$ cat config.mk
export PLATFORM = sky130hd
export DESIGN_NAME = node_address_map
export DESIGN_NICKNAME = d
export VERILOG_FILES = /design/src/rtl/node_address_map_pkg.sv /design/src/rtl/node_address_calc.sv /design/src/rtl/node_address_map.sv
export SDC_FILE = /design/constraint.sdc
export NUM_CORES = 1
export LEC_CHECK = 0
export CAP_MARGIN = 15
export CORE_MARGIN = 10
export CORE_UTILIZATION = 38
export CTS_CLUSTER_SIZE = 40
export DETAILED_ROUTE_END_ITERATION = 10
export PLACE_DENSITY_LB_ADDON = 0.15
export SLEW_MARGIN = 25
export SYNTH_ARGS = -nofsm -noshare
export SYNTH_HDL_FRONTEND = slang
export SYNTH_SLANG_ARGS = --single-unit
$ cat constraint.sdc
create_clock -name CLK -period 3.9 [get_ports CLK]
set_clock_uncertainty 0.05 [all_clocks]
set_input_delay 0.78 -clock CLK [delete_from_list [all_inputs] [get_ports CLK]]
set_output_delay 0.78 -clock CLK [all_outputs]
set_load 0.02 [all_outputs]
$ cat src/rtl/node_address_map_pkg.sv
// Shared defaults and node-id helpers for the node address map.
// Node ids are packed as {x[1:0], y[1:0]}.
package node_address_map_pkg;

    localparam int NODE_BITS_DEF  = 4;
    localparam int LOCAL_BITS_DEF = 10;
    localparam int ADDR_WIDTH_DEF = 32;

    // Extract the x coordinate (upper half) of a node id.
    function automatic logic [1:0] node_x(input logic [3:0] id);
        return id[3:2];
    endfunction

    // Extract the y coordinate (lower half) of a node id.
    function automatic logic [1:0] node_y(input logic [3:0] id);
        return id[1:0];
    endfunction

    // Build a node id from its x and y coordinates.
    function automatic logic [3:0] make_node(input logic [1:0] x, input logic [1:0] y);
        return {x, y};
    endfunction

endpackage

$ cat src/rtl/node_address_calc.sv
// Combinational local-to-global address translation plus window range check.
// The range comparator exists only when ADDR_MAP_BOUNDS_CHECK_EN is defined;
// otherwise out_of_range is tied low.
module node_address_calc
    import node_address_map_pkg::*;
#(
    parameter int NODE_BITS  = NODE_BITS_DEF,
    parameter int LOCAL_BITS = LOCAL_BITS_DEF,
    parameter int ADDR_WIDTH = ADDR_WIDTH_DEF
) (
    input  logic [NODE_BITS-1:0]  node_id,
    input  logic [ADDR_WIDTH-1:0] local_addr,
    output logic [ADDR_WIDTH-1:0] global_addr,
    output logic                  out_of_range
);

    logic [ADDR_WIDTH-1:0] node_base;

    // Window base is the zero-extended node id shifted into the window field;
    // out-of-window local addresses deliberately spill into the next window.
    always_comb begin
        node_base   = {{(ADDR_WIDTH-NODE_BITS-LOCAL_BITS){1'b0}}, node_id, {LOCAL_BITS{1'b0}}};
        global_addr = node_base + local_addr;
    end

`ifdef ADDR_MAP_BOUNDS_CHECK_EN
    // Any bit above the window offset means the address left the node window.
    always_comb begin
        out_of_range = |local_addr[ADDR_WIDTH-1:LOCAL_BITS];
    end
`else
    assign out_of_range = 1'b0;
`endif

endmodule

$ cat src/rtl/node_address_map.sv
// Node address map: combinational translation of a node-local address into the
// global NoC address space, plus a one-cycle registered copy with valid and
// range-error flags. Optional range check enabled by ADDR_MAP_BOUNDS_CHECK_EN.
module node_address_map
    import node_address_map_pkg::*;
#(
    parameter int NODE_BITS  = NODE_BITS_DEF,
    parameter int LOCAL_BITS = LOCAL_BITS_DEF,
    parameter int ADDR_WIDTH = ADDR_WIDTH_DEF
) (
    input  logic                  CLK,
    input  logic                  RESET,
    input  logic [NODE_BITS-1:0]  NODEADDRESS,
    input  logic [ADDR_WIDTH-1:0] MEMADDRESS,
    input  logic                  REQ,
    output logic [ADDR_WIDTH-1:0] ADDRESS,
    output logic                  OUT_OF_RANGE,
    output logic [ADDR_WIDTH-1:0] ADDRESS_Q,
    output logic                  VALID_Q,
    output logic                  ERR_Q
);

    logic [ADDR_WIDTH-1:0] addr_d, addr_q;
    logic                  err_d, err_q;
    logic                  valid_d, valid_q;

    node_address_calc #(
        .NODE_BITS  (NODE_BITS),
        .LOCAL_BITS (LOCAL_BITS),
        .ADDR_WIDTH (ADDR_WIDTH)
    ) u_calc (
        .node_id      (NODEADDRESS),
        .local_addr   (MEMADDRESS),
        .global_addr  (ADDRESS),
        .out_of_range (OUT_OF_RANGE)
    );

    // Capture the translation on a request; otherwise hold result, drop valid.
    always_comb begin
        addr_d  = addr_q;
        err_d   = err_q;
        valid_d = 1'b0;
        if (REQ) begin
            addr_d  = ADDRESS;
            err_d   = OUT_OF_RANGE;
            valid_d = 1'b1;
        end
    end

    // Output register stage; reset wins over a simultaneous request.
    always_ff @(posedge CLK) begin
        if (RESET) begin
            addr_q  <= '0;
            err_q   <= 1'b0;
            valid_q <= 1'b0;
        end else begin
            addr_q  <= addr_d;
            err_q   <= err_d;
            valid_q <= valid_d;
        end
    end

    assign ADDRESS_Q = addr_q;
    assign ERR_Q     = err_q;
    assign VALID_Q   = valid_q;

endmodule

======== After elaboration in Yosys (flattened, before gate mapping) ========
Index checks and enable logic that the tools add are counted.
cells by class
  add/subtract/negate cells ............... 1
  multiply operators ...................... 0
  div/mod/pow operators ................... 0
  order comparisons ....................... 0
  equal/unequal tests ..................... 0
  shift operators ......................... 0
  muxes and demuxes ....................... 1
  bitwise logic cells ..................... 0
  reductions and logical operators ........ 0
operator list
  operator          number
  $add A14 B32 Y32  1
  $mux W1           1
word-level totals
  flip-flop bits (word level) ............. 33
  bits in latches ......................... 0
  RAM bits ................................ 0
  ROM bits ................................ 0
  logic and storage cells ................. 4
  memories ................................ 0

======== Logic depth before layout (Yosys ltp) ========
  word-level depth ........................ 1
  depth in mapped cells ................... 7
  gate-level depth less buffers ........... 7

======== By module ========
A second synthesis with hierarchy kept.
unflattened totals
  cell total of the unflattened synthesis .. 189
  area, all modules ....................... 1,804.2 µm²
modules (own cells, without submodules)
  module             times used  cells an instance  area each (µm²)  seq. area each (µm²)
  node_address_map   1           109                1,229.9          680.7
  node_address_calc  1           80                 574.3            0.0

======== Worst setup path before layout ========
No wires, ideal clock.
  path kind ............................... input -> output
  start point ............................. input NODEADDRESS[0]
  end point ............................... output ADDRESS[28]
  arrival time ............................ 2.506 ns
  required time ........................... 3.070 ns
  setup slack ............................. 0.564 ns
  stages on the path ...................... 7
  cell sequence ........................... ha_1 > inv_1 > fa_1 > nand2b_1 > a21o_1 > or4_1 > nand2_1
between the ends
  cells in the longest elaborated chain, start to end .. 1
ends and longest elaborated chain
  item              RTL line                 text
  start, declared   node_address_map.sv:13   input logic [NODE_BITS-1:0] NODEADDRESS,
  $add A14 B32 Y32  node_address_calc.sv:23  global_addr = node_base + local_addr;
  end, declared     node_address_map.sv:16   output logic [ADDR_WIDTH-1:0] ADDRESS,
Every way passes these cells.

======== Worst setup path in the final report ========
  start point ............................. input NODEADDRESS[1]
  end point ............................... output ADDRESS[28]
The elaborated chain is that of the path after synthesis.

==> run_results.csv <==
group,metric,value,unit
run_status,status,"complete, no violations",
final_layout,stdcell_count,413,
floorplan,row_count,25,
routing,postRouteAntennaNets,0,
timing,max_freq,0.2616,GHz
synth,yosysTopAreaCellShare,0.3560,
min_path,hold_class,"reg2reg",
clock_network,clk_path_buf_depth,2,
grt,first_global_vias,2031,
floorplan,die_x,89.88,um
synth,seq_area_frac_synth,0.3560,
timing,min_period_over_period,0.9802,
pwr,powerDensity,302.0,nW/um^2
floorplan,pin_count,106,
timing,slew_headroom,0.5603,
worst_setup_path,critical_path.startpoint_type,"input port",
place,placed_area,3078,sq um
clock_network,clock-sinks,33,
timing,holdWs,0.4347,ns
clock_network,cts_tree,"done",
routing,wl,6405,um
synth,syn_area_per_cell,8.321,sq um
grt,grt_max_degree,37,
worst_setup_path,critPathMaxFanout,4,
routing,vias,2062,
synth,synthCells,223,
clock_network,cts-buffers-inserted,5,
pwr,p_leak,1.401,nW
place,place.port_buffers,103,
routing,viasPerCell,4.993,
clock_network,root_buffer,"clkbuf_8",
synth,synth.area.top_cells,"dfxtp_1, nor2_1, a311oi_1, mux2i_1, buf_4",
routing,drtPass1Iterations,4,
place,gp_congestion,0.8619,
worst_setup_path,critPathCaptureType,"output port",
pwr,ir_worst_vdd,0.2061,mV
pwr,power_frac_seq,0.382,
synth,synth_edf_count,0,
clock_network,clk_latency,0.29,ns
final_layout,fin_area,3229,sq um
floorplan,fp.dieH,89.88,um
place,dp_hpwl,4954,um
pwr,power.switching,318.2,uW
timing,finalHoldViolations,0,
final_layout,layout-drive-gt1-share,0.1965,
floorplan,die_area,8078,sq um
grt,track_usage,0.1496,
pwr,total_power,975.3,uW
synth,post-synth-top-area-cell,"dfxtp_1",
timing,setup_slack,0.07719,ns
grt,grt_pass1_wl,10140,um
routing,drt_drc_violations_left,0,
worst_setup_path,cp.required,3.07,ns
place,pre_cts_slack,-0.4116,ns
synth,synth_area,1856,sq um
synth,ys.flop_type,"dfxtp_1",
worst_setup_path,cp_data_arrival_time,2.99,ns
floorplan,initial_core_util,0.3928,
synth,ys_ff_latch,33,
timing,rsz0062_at_grt,"no",
place,dp.cells,404,
routing,drtIter0Drc,74,
pwr,p_sw_frac,0.3262,
routing,wl_per_cell,15.51,um
floorplan,coreArea,4723,sq um
grt,antenna_found_initial,0,
pwr,p_int,657.1,uW
clock_network,path_clk_slew,0.07,ns
flow_run,drv_cap,0,
clock_network,cts-htree-levels,2,
pwr,clock_power_share,0.264,
pwr,comb_power_share,0.354,
synth,synthArstFlopShare,0,
timing,maxSlewViolCount,0,
final_layout,nFillCells,389,
synth,ys_warn_count,0,
timing,finalCriticalPeriod,3.823,ns
synth,yosys.cell_types.count,39,
grt,grt_remaining_overflow,0,
final_layout,fin_nets,389,
timing,worst-slew-pin-transition,0.6596,ns
final_layout,antenna_cells,0,
final_layout,areaGrowthSynthToFinish,74.04,%
worst_setup_path,crit_type,"in2out",
timing,setup_viol,0,
[logic make-up after synthesis]
logic type | share of synthesized area
mux | 0.06474
compound gates | 0.1875
fa+ha+maj | 0.03776
flops | 0.3560
other cells | 0.002021
simple gates | 0.2313
xor+xnor | 0.02361
buf+inv | 0.09710
[cell type report]
class	count	area, sq um	area share
timing repair buffer	137	1280	0.3964
multi-input combinational	157	1077	0.3336
sequential	33	660.6	0.2046
tap	67	83.83	0.02596
clock buffer	5	68.82	0.02131
inverter	11	41.29	0.01279
clock inverter	3	17.52	0.005424
[state kept, by name, indices dropped and copies added, names as in the netlist]
| signal | count |
|---|---|
| ADDRESS_Q | 32 |
| VALID_Q | 1 |
[routing by layer]
layer,vias up,share of wire,global-route usage,wire length (um)
li1,1043,-,-,-
met5,-,0,0,0
met4,0,0.0087,0.03714,56
met3,6,0.078,0.06899,502
met2,58,0.49,0.2458,3147
met1,955,0.42,0.1721,2700
[timing repair]
item / CTS / global route
pin swaps: 0 / 4
gates resized for setup: 24 / 24
setup endpoints to repair: 13 / 15
hold buffers: 0 / 0
setup buffers: 1 / 0
endpoints found under the hold margin: 0 / 0
[synth_stat cells (all sizes together), types with 5 or more instances]
cell type  number
a311oi         14
buf            13
clkbuf         10
inv            11
o31ai           7
or4             7
dfxtp          33
nand2          18
or3             5
o21ai           8
nor2           37
mux2i          12
[through the flow]
step / TNS, ns / utilization
2_1_floorplan: 0 / -
3_3_place_gp: -2.889 / 0.6517
3_5_place_dp: -2.946 / 0.6517
4_1_cts: 0 / 0.6718
5_1_grt: 0 / 0.6837
6_report: 0 / 0.6837
[power by group through the flow]
stage / logic [mW] / registers, mW / clock network (mW)
6_report: 0.345 / 0.372 / 0.258
5_1_grt: 0.373 / 0.375 / 0.278
4_1_cts: 0.343 / 0.372 / 0.264
3_5_place_dp: 0.343 / 0.380 / 0
3_3_place_gp: 0.340 / 0.379 / 0
2_1_floorplan: 0.132 / 0.409 / 0
[worst paths after layout]
path                                      from            end  slack, ns  cells after the start
worst max register to register   ADDRESS_Q[14]  ADDRESS_Q[14]       3.08                      2
worst max-delay path            NODEADDRESS[1]    ADDRESS[28]       0.08                      9
worst min register to register   ADDRESS_Q[29]  ADDRESS_Q[29]       0.43                      2
worst min-delay path             ADDRESS_Q[29]  ADDRESS_Q[29]       0.43                      2
[placed cells by master, fill, tap and decap left out, types with 3 or more instances in the layout]
cell type        synthesis  routed
a311oi_1                14      14
a211oi_1                 4       4
or4_1                    4       3
nor2_1                  37      37
dlygate4sd2_1            0       7
o31ai_1                  7       5
clkdlybuf4s50_1          0      83
buf_2                    0       3
or3_1                    5       5
o21ai_0                  8       7
o21a_1                   3       3
or4_4                    3       4
xnor2_1                  3       3
clkbuf_8                 0       5
buf_4                   12      33
mux2i_1                 12      12
nand2_1                 18      17
nand4_1                  4       4
dlymetal6s2s_1           0       7
inv_1                   11      10
nand3_1                  3       3
dfxtp_1                 33      33
a21o_1                   4       3
[worst max-delay path, cell delays in order]
cell and delay (ns):
clkdlybuf4s50_1 0.50, inv_1 0.08, fa_2 0.39, nand2b_4 0.15
a21o_4 0.23, buf_6 0.12, or4_4 0.53, nand2_2 0.09
buf_6 0.11
Power figures use the tool's default switching activity.
